### src/rtl/mem_lsu_pkg.sv
// Shared types and helpers for the MEM-stage load/store unit.
// Op codes, FSM states, access widths, RAM strobe levels and byte-lane helpers.
package mem_lsu_pkg;

    typedef enum logic [2:0] {
        OP_LB  = 3'd0,
        OP_LBU = 3'd1,
        OP_LH  = 3'd2,
        OP_LHU = 3'd3,
        OP_LW  = 3'd4,
        OP_SB  = 3'd5,
        OP_SH  = 3'd6,
        OP_SW  = 3'd7
    } lsu_op_e;

    typedef enum logic [1:0] {
        ST_IDLE    = 2'd0,
        ST_ACCESS  = 2'd1,
        ST_RD_WAIT = 2'd2,
        ST_RESP    = 2'd3
    } lsu_state_e;

    localparam int BYTE_W = 8;
    localparam int HALF_W = 16;
    localparam int WORD_W = 32;

    localparam logic CHIP_ENABLE   = 1'b1;
    localparam logic CHIP_DISABLE  = 1'b0;
    localparam logic WRITE_ENABLE  = 1'b1;
    localparam logic WRITE_DISABLE = 1'b0;

    function automatic logic is_load(input lsu_op_e op);
        return (op == OP_LB) || (op == OP_LBU) || (op == OP_LH) ||
               (op == OP_LHU) || (op == OP_LW);
    endfunction

    function automatic logic is_misaligned(input lsu_op_e op, input logic [1:0] off);
        case (op)
            OP_LH, OP_LHU, OP_SH: return off[0];
            OP_LW, OP_SW:         return |off;
            default:              return 1'b0;
        endcase
    endfunction

    // Physical lane holding byte offset `off` of the addressed word.
    function automatic logic [1:0] lane_of(input logic [1:0] off, input logic big_endian);
        return big_endian ? (2'd3 - off) : off;
    endfunction

    // True when the addressed halfword lives in bits [31:16].
    function automatic logic half_is_upper(input logic [1:0] off, input logic big_endian);
        return big_endian ? ~off[1] : off[1];
    endfunction

    function automatic logic [3:0] store_sel(input lsu_op_e op, input logic [1:0] off,
                                             input logic big_endian);
        case (op)
            OP_SB:   return 4'b0001 << lane_of(off, big_endian);
            OP_SH:   return half_is_upper(off, big_endian) ? 4'b1100 : 4'b0011;
            default: return 4'b1111;
        endcase
    endfunction

    function automatic logic [WORD_W-1:0] store_data(input lsu_op_e op,
                                                     input logic [WORD_W-1:0] d);
        case (op)
            OP_SB:   return {4{d[BYTE_W-1:0]}};
            OP_SH:   return {2{d[HALF_W-1:0]}};
            default: return d;
        endcase
    endfunction

endpackage

### src/rtl/lsu_lane_extract.sv
// Picks the addressed byte/halfword out of a RAM word and sign/zero-extends it.
// Purely combinational; used on the read-return path of mem_lsu.
module lsu_lane_extract
    import mem_lsu_pkg::*;
#(
    parameter logic BIG_ENDIAN = 1'b1
) (
    input  lsu_op_e            op_i,
    input  logic [1:0]         offset_i,
    input  logic [WORD_W-1:0]  word_i,
    output logic [WORD_W-1:0]  result_o
);

    logic [BYTE_W-1:0] byte_v;
    logic [HALF_W-1:0] half_v;

    always_comb begin
        byte_v = BYTE_W'(word_i >> {lane_of(offset_i, BIG_ENDIAN), 3'b000});
        half_v = half_is_upper(offset_i, BIG_ENDIAN) ? word_i[31:16] : word_i[15:0];
        case (op_i)
            OP_LB:   result_o = {{(WORD_W-BYTE_W){byte_v[BYTE_W-1]}}, byte_v};
            OP_LBU:  result_o = {{(WORD_W-BYTE_W){1'b0}}, byte_v};
            OP_LH:   result_o = {{(WORD_W-HALF_W){half_v[HALF_W-1]}}, half_v};
            OP_LHU:  result_o = {{(WORD_W-HALF_W){1'b0}}, half_v};
            default: result_o = word_i;
        endcase
    end

endmodule

### src/rtl/mem_lsu.sv
// MEM-stage load/store unit: one request at a time against a synchronous data RAM.
// Drives registered RAM strobes, extracts load data, reports misalignment exceptions.
module mem_lsu
    import mem_lsu_pkg::*;
#(
    parameter logic BIG_ENDIAN = 1'b1,
    parameter int   MEM_ADDR_W = 32
) (
    input  logic                  clk,
    input  logic                  rst,
    input  logic                  req_valid_i,
    output logic                  req_ready_o,
    input  logic [2:0]            req_op_i,
    input  logic [31:0]           req_addr_i,
    input  logic [31:0]           req_wdata_i,
    output logic                  done_o,
    output logic [31:0]           rdata_o,
    output logic                  adel_o,
    output logic                  ades_o,
    output logic                  ram_ce_o,
    output logic                  ram_we_o,
    output logic [MEM_ADDR_W-1:0] ram_addr_o,
    output logic [3:0]            ram_sel_o,
    output logic [31:0]           ram_wdata_o,
    input  logic [31:0]           ram_rdata_i
);

    lsu_state_e            state_q, state_d;
    lsu_op_e               op_q, op_d;
    logic [1:0]            offset_q, offset_d;
    logic                  ready_q, ready_d;
    logic                  done_q, done_d;
    logic [31:0]           rdata_q, rdata_d;
    logic                  adel_q, adel_d;
    logic                  ades_q, ades_d;
    logic                  ce_q, ce_d;
    logic                  we_q, we_d;
    logic [MEM_ADDR_W-1:0] ram_addr_q, ram_addr_d;
    logic [3:0]            sel_q, sel_d;
    logic [31:0]           ram_wdata_q, ram_wdata_d;

    lsu_op_e     req_op;
    logic [31:0] load_result;

    assign req_op = lsu_op_e'(req_op_i);

    lsu_lane_extract #(.BIG_ENDIAN(BIG_ENDIAN)) u_extract (
        .op_i     (op_q),
        .offset_i (offset_q),
        .word_i   (ram_rdata_i),
        .result_o (load_result)
    );

    always_comb begin
        state_d     = state_q;
        op_d        = op_q;
        offset_d    = offset_q;
        ready_d     = 1'b0;
        done_d      = 1'b0;
        rdata_d     = rdata_q;
        adel_d      = 1'b0;
        ades_d      = 1'b0;
        ce_d        = CHIP_DISABLE;
        we_d        = WRITE_DISABLE;
        sel_d       = 4'b0000;
        ram_addr_d  = ram_addr_q;
        ram_wdata_d = ram_wdata_q;

        case (state_q)
            ST_IDLE: begin
                ready_d = 1'b1;
                if (req_valid_i && ready_q) begin
                    ready_d  = 1'b0;
                    op_d     = req_op;
                    offset_d = req_addr_i[1:0];
                    if (is_misaligned(req_op, req_addr_i[1:0])) begin
                        // Exception goes straight to the response; the RAM never sees it.
                        state_d = ST_RESP;
                        done_d  = 1'b1;
                        rdata_d = '0;
                        adel_d  = is_load(req_op);
                        ades_d  = ~is_load(req_op);
                    end else begin
                        state_d     = ST_ACCESS;
                        ce_d        = CHIP_ENABLE;
                        we_d        = is_load(req_op) ? WRITE_DISABLE : WRITE_ENABLE;
                        sel_d       = is_load(req_op) ? 4'b1111
                                    : store_sel(req_op, req_addr_i[1:0], BIG_ENDIAN);
                        ram_addr_d  = {req_addr_i[MEM_ADDR_W-1:2], 2'b00};
                        ram_wdata_d = store_data(req_op, req_wdata_i);
                    end
                end
            end
            ST_ACCESS: begin
                if (is_load(op_q)) begin
                    state_d = ST_RD_WAIT;
                end else begin
                    state_d = ST_RESP;
                    done_d  = 1'b1;
                    rdata_d = '0;
                end
            end
            ST_RD_WAIT: begin
                state_d = ST_RESP;
                done_d  = 1'b1;
                rdata_d = load_result;
            end
            default: begin
                state_d = ST_IDLE;
                ready_d = 1'b1;
            end
        endcase
    end

    always_ff @(posedge clk) begin
        if (rst) begin
            state_q     <= ST_IDLE;
            op_q        <= OP_LB;
            offset_q    <= 2'b00;
            ready_q     <= 1'b1;
            done_q      <= 1'b0;
            rdata_q     <= '0;
            adel_q      <= 1'b0;
            ades_q      <= 1'b0;
            ce_q        <= CHIP_DISABLE;
            we_q        <= WRITE_DISABLE;
            ram_addr_q  <= '0;
            sel_q       <= 4'b0000;
            ram_wdata_q <= '0;
        end else begin
            state_q     <= state_d;
            op_q        <= op_d;
            offset_q    <= offset_d;
            ready_q     <= ready_d;
            done_q      <= done_d;
            rdata_q     <= rdata_d;
            adel_q      <= adel_d;
            ades_q      <= ades_d;
            ce_q        <= ce_d;
            we_q        <= we_d;
            ram_addr_q  <= ram_addr_d;
            sel_q       <= sel_d;
            ram_wdata_q <= ram_wdata_d;
        end
    end

    assign req_ready_o = ready_q;
    assign done_o      = done_q;
    assign rdata_o     = rdata_q;
    assign adel_o      = adel_q;
    assign ades_o      = ades_q;
    assign ram_ce_o    = ce_q;
    assign ram_we_o    = we_q;
    assign ram_addr_o  = ram_addr_q;
    assign ram_sel_o   = sel_q;
    assign ram_wdata_o = ram_wdata_q;

endmodule

### config.mk
export PLATFORM = sky130hd
export DESIGN_NAME = mem_lsu
export DESIGN_NICKNAME = d
export VERILOG_FILES = /design/src/rtl/mem_lsu_pkg.sv /design/src/rtl/lsu_lane_extract.sv /design/src/rtl/mem_lsu.sv
export SDC_FILE = /design/constraint.sdc
export NUM_CORES = 1
export LEC_CHECK = 0
export ABC_AREA = 1
export CAP_MARGIN = 20
export CORE_MARGIN = 10
export CORE_UTILIZATION = 48
export DETAILED_ROUTE_END_ITERATION = 6
export PLACE_DENSITY = 0.86
export RECOVER_POWER = 100
export SLEW_MARGIN = 10
export SYNTH_ARGS = -nofsm -noshare
export SYNTH_HDL_FRONTEND = slang
export SYNTH_HIERARCHICAL = 1
export SYNTH_SLANG_ARGS = --single-unit
### constraint.sdc
create_clock -name clk -period 4.03 [get_ports clk]
set_input_delay 0.6045 -clock clk [delete_from_list [all_inputs] [get_ports clk]]
set_output_delay 0.6045 -clock clk [all_outputs]
set_load 0.05 [all_outputs]
==> results.md, run 1 <==
* Synth async-reset ratio at 0%
* IO Port Bufs at 205
* VDD IR-drop max at 543.0 uV
* Critical path class: input port to register
* Placed insts at 1131
* DRT Pass-1 Iters at 5
* Synth Area in Compound Gates at 11.61%
* Largest net degree at the start of global routing at 63
* Worst Hold Endpoint: ram_addr_o[15]
* R2R depth at 10
* Yosys reg bits at 111
* Area growth from synthesis to final layout at 42.22%
* Die span in y at 126.8 um
* Highest clock rate at 357.1 MHz
* Post-synthesis xor/xnor area fraction at 0.1600%
* Fin Setup TNS at 0 ns
* Synth unique cells at 34
* # clock sinks at 111
* DRC viols at 0
* R2r endpoint: rdata_o[16]
* Remaining global-route overflow at 0
* Post-Synth Simple-Gate Area at 36.50%
* CTS tree: built
* Synth Instances at 826
* Synth top area share at 40.59%
* Sequential-to-total area share from yosys stat at 40.59%
* Hold_sp: ram_addr_o[15]
* Relative slew slack at 18.05%
* Final Max Slew Viols at 0
* Worst Path Required at 4.27 ns
* Combinational family with the most area after synthesis: simple AND/OR/NAND/NOR gates
* Worst hold slack at 0.4625 ns
* Htree depth at 3
* Rows at 38
* RSZ-0062 raised after global routing: no
* EDFF count, synth at 0
* Post-Place Worst Slack at 1.230 ns
* Synth area leaders: dfxtp_1 (41%), nand2_1 (23%), a21oi_1 (7.4%)
* Nets at 1109
* Die W at 126.8 um
* Final cell count without fillers at 1148
* Hold Fails Final Rpt at 0
* Mux cell area share after synthesis at 0%
* Gp weighted congestion at 0.8514
* Post-cts hold buffer count at 0
* Power per Cell Area at 720.2 nW/um2
* Wirelength, routed at 17690 um
* R2R Setup Slk at 1.42 ns
* Clk_lat worst skew at 0.35 ns
* Final worst slack at 1.230 ns
* Worst Path Max Fanout at 30
* Syn_area_per_cell at 6.627 um2
* Initial antenna violation count at 0
* DP Area at 7466 um2
* Status: completed
* Yosys top cell by area: dfxtp_1
* First-pass GRT wire length at 28210 um
* Setup crit start kind: input port
* Top-count cell post-synth: nand2_1
* Commonest cells in the netlist: nand2_1 (336), dfxtp_1 (111), a21oi_1 (81)
* Per-cell routed wire length at 15.41 um
* GRT Total Usage at 21.01%
* Antenna-violating nets left at 0
* R2r startpoint: state_q[0]
* Lkg Pwr at 3.788 nW
* Type of the worst min-delay path: register to register
* Final setup fails at 0
* Share of layout cells above drive strength 1 at 6.647%
* Clock-pin transition on the worst setup and hold timing paths at 0.08 ns
* Synth warnings at 6
* Fillers at 924
* Final Critical Period at 2.800 ns
* Post-Syn Area at 5474 um2
* Arr. time, crit path at 3.04 ns
* Post_cts resized at 0
* Synth Flop Type: dfxtp_1
* Slew @ Worst Pin at 1.229 ns
* Clock skew at 0.01336 ns
* WHS Path Cells at 2
* Core Area at 10980 um2
* Post-CTS Setup Inserts at 0
* Vias in the first global route at 5486
* CTS root buf: clkbuf_16
* CTS Buf Count at 9
* Initial DRC Count at 460
* Dpl hpwl at 13010 um
* Worst setup EP type: register
* Detailed-route via count at 5722
* Clk buf depth at 2
* N_diodes at 0
* Cell area after layout at 7785 um2
* IO Pins at 208
* Die Area at 16080 um2
* Via density at 4.984
* Starting density of the core at 49.84%
* Post-Synth Adder-Cell Area at 0.9143%
* Period utilization at 69.48%
* Max-cap violations at 0
==> registers in the layout (all words and copies together) (netlist names), 2 cells and up <==
register     cells
ram_addr_o      30
ram_sel_o        4
ram_wdata_o     32
state_q          2
rdata_o         32
op_q             3
offset_q         2
==> layer usage <==
metal,GRT usage [%],wire (um)
met5,0,0
met3,9.788,1944
met1,23.21,6869
met2,35.48,8509
met4,5.693,368
==> final cells by class <==
type | instances | area (um2) | share of cell area (%)
Multi-Input combinational cell | 599 | 2698 | 34.65
Sequential cell | 111 | 2222 | 28.54
Timing Repair Buffer | 214 | 2108 | 27.08
Inverter | 68 | 261.5 | 3.359
Clock buffer | 10 | 239.0 | 3.070
Tap cell | 140 | 175.2 | 2.250
Clock inverter | 6 | 81.33 | 1.045
==> worst max path at each step <==
stage | cells after the start | end | from | slack (ns)
2_1_floorplan | 10 | rdata_o[20] | state_q[0] | 2.40
3_3_place_gp | 8 | ram_wdata_o[26] | req_op_i[1] | 1.31
3_5_place_dp | 8 | ram_addr_o[12] | req_op_i[0] | 1.23
4_1_cts | 8 | ram_wdata_o[26] | req_op_i[0] | 1.60
5_1_grt | 8 | rdata_o[5] | req_op_i[0] | 0.95
6_report | 8 | rdata_o[16] | req_op_i[0] | 1.23
==> metrics by stage <==
step	utilization, %	power [W]
6_report	70.88	0.005607
2_1_floorplan	-	0.003907
3_3_place_gp	67.98	0.004748
3_5_place_dp	67.98	0.004784
4_1_cts	70.89	0.005744
5_1_grt	70.88	0.005979
==> placed cells by master, fill, tap and decap left out, types with 2 or more instances in the layout <==
master           count
nand2_1            337
nor2_4               2
dfxtp_1            111
a31oi_1              2
nand3_2             20
o21ai_0             25
nor2_1              75
inv_6                5
o21ai_1             10
buf_4                7
clkdlybuf4s50_1     99
dlygate4sd3_1      105
o21ai_2              2
clkbuf_16            9
nand2_2              4
inv_1               65
a21oi_1             81
nand3_1             20
ha_1                 4
nand2_4              2
nor2_2               4
a21oi_2              2
conb_1               2
==> critical path: stages <==
cell	delay [ns]
dlygate4sd3_1	0.67
nand2_1	0.15
nand3_1	0.18
nand3_1	0.10
nand2_1	0.68
inv_1	0.40
nor2_1	0.19
nor2_1	0.06
==> kinds of logic (layout without fill, tap and decap cells) <==
group,after synthesis,in the layout
and+or+nand+nor,469,469
AOI/OAI and AO/OA,123,123
buffers and inverters,117,298
DFF,111,111
adders and majority gates,4,4
other,1,2
xor gates and xnor gates,1,1
==> where the power goes <==
part	total, W	leakage [nW]	internal [W]	switching (W)
Clock	0.000952	0.157	0.000515	0.000438
Sequential	0.00158	0.908	0.00140	0.000181
Combinational	0.00307	2.72	0.000931	0.00214
(Power assumes the default switching activity.)
==> inputs of run 2 (changes only) <==
Settings changed: CORE_UTILIZATION 48 to 40, PLACE_DENSITY 0.86 to 0.77.
Clock period 4.03 ns to 2.4 ns, I/O delays scaled along.
==> run 2 against run 1 <==
Against the previous run: largest cell class unchanged; cell count rose by 3.7%; sequential share of layout area fell by 0.52 points; sequential power grew 68%; worst setup slack got worse by 0.88 ns; combinational power up 72%; non-clock buffer count grew 7; via count shrank 0.35%; largest power group unchanged; total power increased by 70%.
==> results.md, run 2 (synthesized netlist as in run 1, its figures left out) <==
* Status: completed
* Gp weighted congestion at 0.8781
* Vias in the first global route at 5462
* R2R Setup Slk at 0.37 ns
* Clock skew at 0.005190 ns
* Critical path class: input port to register
* WHS Path Cells at 2
* Via density at 4.788
* Core Area at 13350 um2
* Worst Path Max Fanout at 15
* Power per Cell Area at 1200 nW/um2
* N_diodes at 0
* Type of the worst min-delay path: register to register
* Relative slew slack at 57.95%
* Final setup fails at 0
* DRT Pass-1 Iters at 5
* Period utilization at 85.28%
* Final Critical Period at 2.047 ns
* DRC viols at 0
* Buf/Inv on CP at 2
* Starting density of the core at 41.01%
* CTS root buf: clkbuf_16
* Final Max Slew Viols at 0
* Combinational share of power at 55.4%
* IO Port Bufs at 205
* Fin Setup TNS at 0 ns
* Clk_lat worst skew at 0.35 ns
* NetSw at 0.004608 W
* Per-cell routed wire length at 15.24 um
* Dpl hpwl at 13400 um
* R2R depth at 11
* Largest net degree at the start of global routing at 63
* Rows at 42
* Initial antenna violation count at 0
* Post-CTS Setup Inserts at 0
* Sequential share of power at 27.8%
* Post_cts resized at 0
* GRT Total Usage at 18.65%
* Placed insts at 1174
* Internal Power at 0.004908 W
* Antenna-violating nets left at 0
* Detailed-route via count at 5702
* Lkg Pwr at 3.836 nW
* Commonest non-fill, non-tap cell in the layout: nand2_1
* First-pass GRT wire length at 27910 um
* Switching part of the total at 48.42%
* Area growth from synthesis to final layout at 44.85%
* Die Area at 18760 um2
* Initial DRC Count at 371
* CP cell instances: dlygate4sd3_1, nand2_1, nor2_1, nor2_1, clkbuf_1, nand2_1, o21ai_0, nand2_1, a21oi_1
* Die span in y at 137.0 um
* Clk buf depth at 2
* Max-cap violations at 0
* Hold Fails Final Rpt at 0
* IO Pins at 208
* CP max stage delay at 0.63 ns
* Fillers at 1298
* Delay-heaviest family, CP: buffers and inverters
* Share of layout cells above drive strength 1 at 6.995%
* CTS Buf Count at 9
* Setup crit start kind: input port
* Arr. time, crit path at 2.33 ns
* Worst Path Required at 2.69 ns
* Most Frequent Cell on Critical Path: nand2_1
* VDD IR-drop max at 660.3 uV
* Commonest cells after routing, fill and taps aside: nand2_1 (336), dfxtp_1 (111), dlygate4sd3_1 (105)
* Final cell count without fillers at 1191
* Crit. path cell count at 9
* Die W at 137.0 um
* Wirelength, routed at 18150 um
* RSZ-0062 raised after global routing: no
* Slew @ Worst Pin at 0.6308 ns
* Highest clock rate at 488.6 MHz
* Clock-pin transition on the worst setup and hold timing paths at 0.07 ns
* Remaining global-route overflow at 0
* CTS tree: built
* Clock power frac at 16.7%
* Nets at 1116
* Worst setup EP type: register
* Post-cts hold buffer count at 0
* Htree depth at 3
* Worst path slowest cell: dlygate4sd3_1
* # clock sinks at 111
-- run 2: area by class of cell --
cell class / count / area (um2) / share of cell area (%)
clock buffers: 13 / 270.3 / 3.409
well taps: 176 / 220.2 / 2.777
flip-flops and latches: 111 / 2222 / 28.03
repair buffers: 221 / 2217 / 27.96
inverters: 68 / 261.5 / 3.298
multi-input cells: 599 / 2690 / 33.93
clock inverters: 3 / 47.55 / 0.5997
-- run 2: tightest hold or removal path: cells and delay by family, from the launching register on --
family,cells,cell delay (ns)
DFF,1,0.31
and+or+nand+nor,1,0.06
AOI/OAI and AO/OA,1,0.05
-- run 2: metrics by stage --
step           util (%)  cell area (um2)  power (W)  setup WS (ns)  hold slack, ns
2_1_floorplan         -             5478   0.006560         0.7722          0.4762
3_5_place_dp      57.04             7614   0.008150         0.2064          0.4561
4_1_cts           59.42             7931   0.009773         0.4376          0.4657
5_1_grt           59.40             7929    0.01016         0.1710          0.4761
6_report          59.40             7929   0.009516         0.3533          0.4623
3_3_place_gp      57.04             7614   0.008093         0.2561          0.4503
-- run 2: power groups by stage --
stage | clock [W] | sequential (W) | combinational (W)
3_3_place_gp | 0 | 0.00270 | 0.00539
2_1_floorplan | 0 | 0.00427 | 0.00229
4_1_cts | 0.00163 | 0.00268 | 0.00546
5_1_grt | 0.00169 | 0.00272 | 0.00575
3_5_place_dp | 0 | 0.00271 | 0.00544
6_report | 0.00159 | 0.00265 | 0.00528
-- run 2: final timing paths --
path,from,end
setup reg to reg,state_q[0],rdata_o[27]
hold / removal,ram_addr_o[13],ram_addr_o[13]
hold reg to reg,ram_addr_o[13],ram_addr_o[13]
setup / recovery,req_op_i[0],ram_wdata_o[19]
-- run 2: routing by layer --
| metal | vias to the layer above | GRT usage [%] | wire length, um |
|---|---|---|---|
| met2 | 202 | 30.64 | 8657 |
| met3 | 17 | 8.834 | 1968 |
| li1 | 2931 | - | - |
| met1 | 2552 | 21.63 | 7278 |
| met5 | - | 0 | 0 |
| met4 | 0 | 3.981 | 241 |
==> inputs of run 3 (changes only) <==
--- a/config.mk
+++ b/config.mk
@@ -11,2 +11,3 @@
 export CORE_UTILIZATION = 40
+export CTS_CLUSTER_DIAMETER = 100
 export DETAILED_ROUTE_END_ITERATION = 6
==> constraint.sdc (replaced) <==
create_clock -name clk -period 2.4 [get_ports clk]
set_input_delay 0.48 -clock clk [delete_from_list [all_inputs] [get_ports clk]]
set_output_delay 0.48 -clock clk [all_outputs]
set_load 0.05 [all_outputs]
==> run 3 against run 2 <==
Against the previous run: sequential power barely moved; first-iteration DRC count rose by 12%; non-clock buffer count fell by 1; design area barely moved; critical path type is now register to output pin; highest routed layer unchanged.
==> results.md, run 3 (synthesized netlist as in run 1, its figures left out) <==
* Worst Hold Endpoint: ram_addr_o[31]
* # clock sinks at 111
* Cell area after layout at 7924 um2
* Largest net degree at the start of global routing at 63
* R2R depth at 11
* Lkg Pwr at 3.832 nW
* Commonest non-fill, non-tap cell in the layout: nand2_1
* Clk_lat worst skew at 0.36 ns
* DRT Pass-1 Iters at 5
* VDD IR-drop max at 453.1 uV
* Hold Fails Final Rpt at 0
* Gp weighted congestion at 0.8776
* Clk buf depth at 2
* Power per Cell Area at 1210 nW/um2
* CTS Buf Count at 9
* Relative slew slack at 59.04%
* DRC viols at 0
* Post-CTS Setup Inserts at 0
* Share of layout cells above drive strength 1 at 7.002%
* Rows at 42
* Final total power at 0.009591 W
* Worst Path Max Fanout at 2
* Max-cap violations at 0
* Critical path class: register to output pin
* Final Max Slew Viols at 0
* Combinational share of power at 54.7%
* R2r endpoint: rdata_o[25]
* CP max stage delay at 0.94 ns
* GRT Total Usage at 18.76%
* Remaining global-route overflow at 0
* Switching part of the total at 48.32%
* Status: completed
* DP Area at 7594 um2
* Type of the worst min-delay path: register to register
* Die span in y at 137.0 um
* Clock-pin transition on the worst setup and hold timing paths at 0.08 ns
* Nets at 1115
* Slew @ Worst Pin at 0.6124 ns
* RSZ-0062 raised after global routing: no
* R2r startpoint: state_q[0]
* Commonest cells after routing, fill and taps aside: nand2_1 (336), dfxtp_1 (111), dlygate4sd3_1 (105)
* Final setup fails at 0
* Post_cts resized at 0
* First-pass GRT wire length at 27880 um
* Post-cts hold buffer count at 0
* Wirelength, routed at 18080 um
* Vias in the first global route at 5395
* Clock power frac at 17.7%
* Fin Setup TNS at 0 ns
* Clock skew at 0.008915 ns
* CTS root buf: clkbuf_16
* CP cell instances: dlygate4sd3_1
* NetSw at 0.004635 W
* Highest clock rate at 468.4 MHz
* Worst setup EP type: output pin
* Sequential share of power at 27.6%
* WHS Path Cells at 2
* Initial antenna violation count at 0
* Hold_sp: ram_addr_o[31]
* Core Area at 13350 um2
* Antenna-violating nets left at 0
* Worst Path Required at 1.92 ns
* Die W at 137.0 um
* Per-cell routed wire length at 15.19 um
* IO Port Bufs at 205
* IO Pins at 208
* CTS tree: built
* Delay-heaviest family, CP: buffers and inverters
* Dpl hpwl at 13310 um
* Htree depth at 3
* Detailed-route via count at 5670
* Setup crit start kind: register
* Initial DRC Count at 416
* N_diodes at 0
* Arr. time, crit path at 1.65 ns
* Period utilization at 88.95%
* Via density at 4.765
* Area growth from synthesis to final layout at 44.75%
* Final Critical Period at 2.135 ns
* Die Area at 18760 um2
* Internal Power at 0.004956 W
* Worst path slowest cell: dlygate4sd3_1
* Starting density of the core at 41.01%
* Buf/Inv on CP at 1
* R2R Setup Slk at 0.46 ns
==> run 3: per-stage QoR <==
step / utilization (%) / hold WS [ns] / std cells / worst slack [ns]
after detailed placement: 56.89 / 0.4552 / 1173 / 0.1284
final: 59.36 / 0.4619 / 1190 / 0.2652
after global routing: 59.36 / 0.4795 / 1190 / 0.1587
after global placement: 56.89 / 0.4510 / 1173 / 0.1548
after CTS: 59.45 / 0.4669 / 1189 / 0.3063
after floorplan: - / 0.4762 / 827 / 0.7722
==> run 3: final cells by class <==
type,count,area (um2)
tap,176,220.2
fill,1300,5424
clock buffer,10,239.0
inverter,68,261.5
timing repair buffer,220,2201
sequential,111,2222
multi-input combinational,599,2678
clock inverter,6,102.6
==> run 3: routing by layer <==
metal  track usage (%)  share of wire [%]
met1             22.45                 41
met2             29.39                 46
met3             7.295                 10
met4             7.845                2.4
met5                 0                  0
==> run 3: worst max path at each step <==
stage,startpoint,to,slack [ns],depth (start not counted)
floorplan,state_q[0],rdata_o[20],0.77,10
finish,ram_wdata_o[5],ram_wdata_o[5],0.27,1
global placement,req_op_i[0],rdata_o[11],0.15,9
CTS,req_ready_o,req_ready_o,0.31,1
global route,req_op_i[0],ram_sel_o[2],0.16,8
detailed placement,req_op_i[0],rdata_o[25],0.13,9
==> run 3: power by group through the flow <==
stage          clock (W)  sequential (W)  combinational [W]
6_report         0.00170         0.00265            0.00524
5_1_grt          0.00180         0.00272            0.00573
4_1_cts          0.00173         0.00268            0.00545
3_5_place_dp           0         0.00271            0.00542
3_3_place_gp           0         0.00270            0.00538
2_1_floorplan          0         0.00427            0.00229
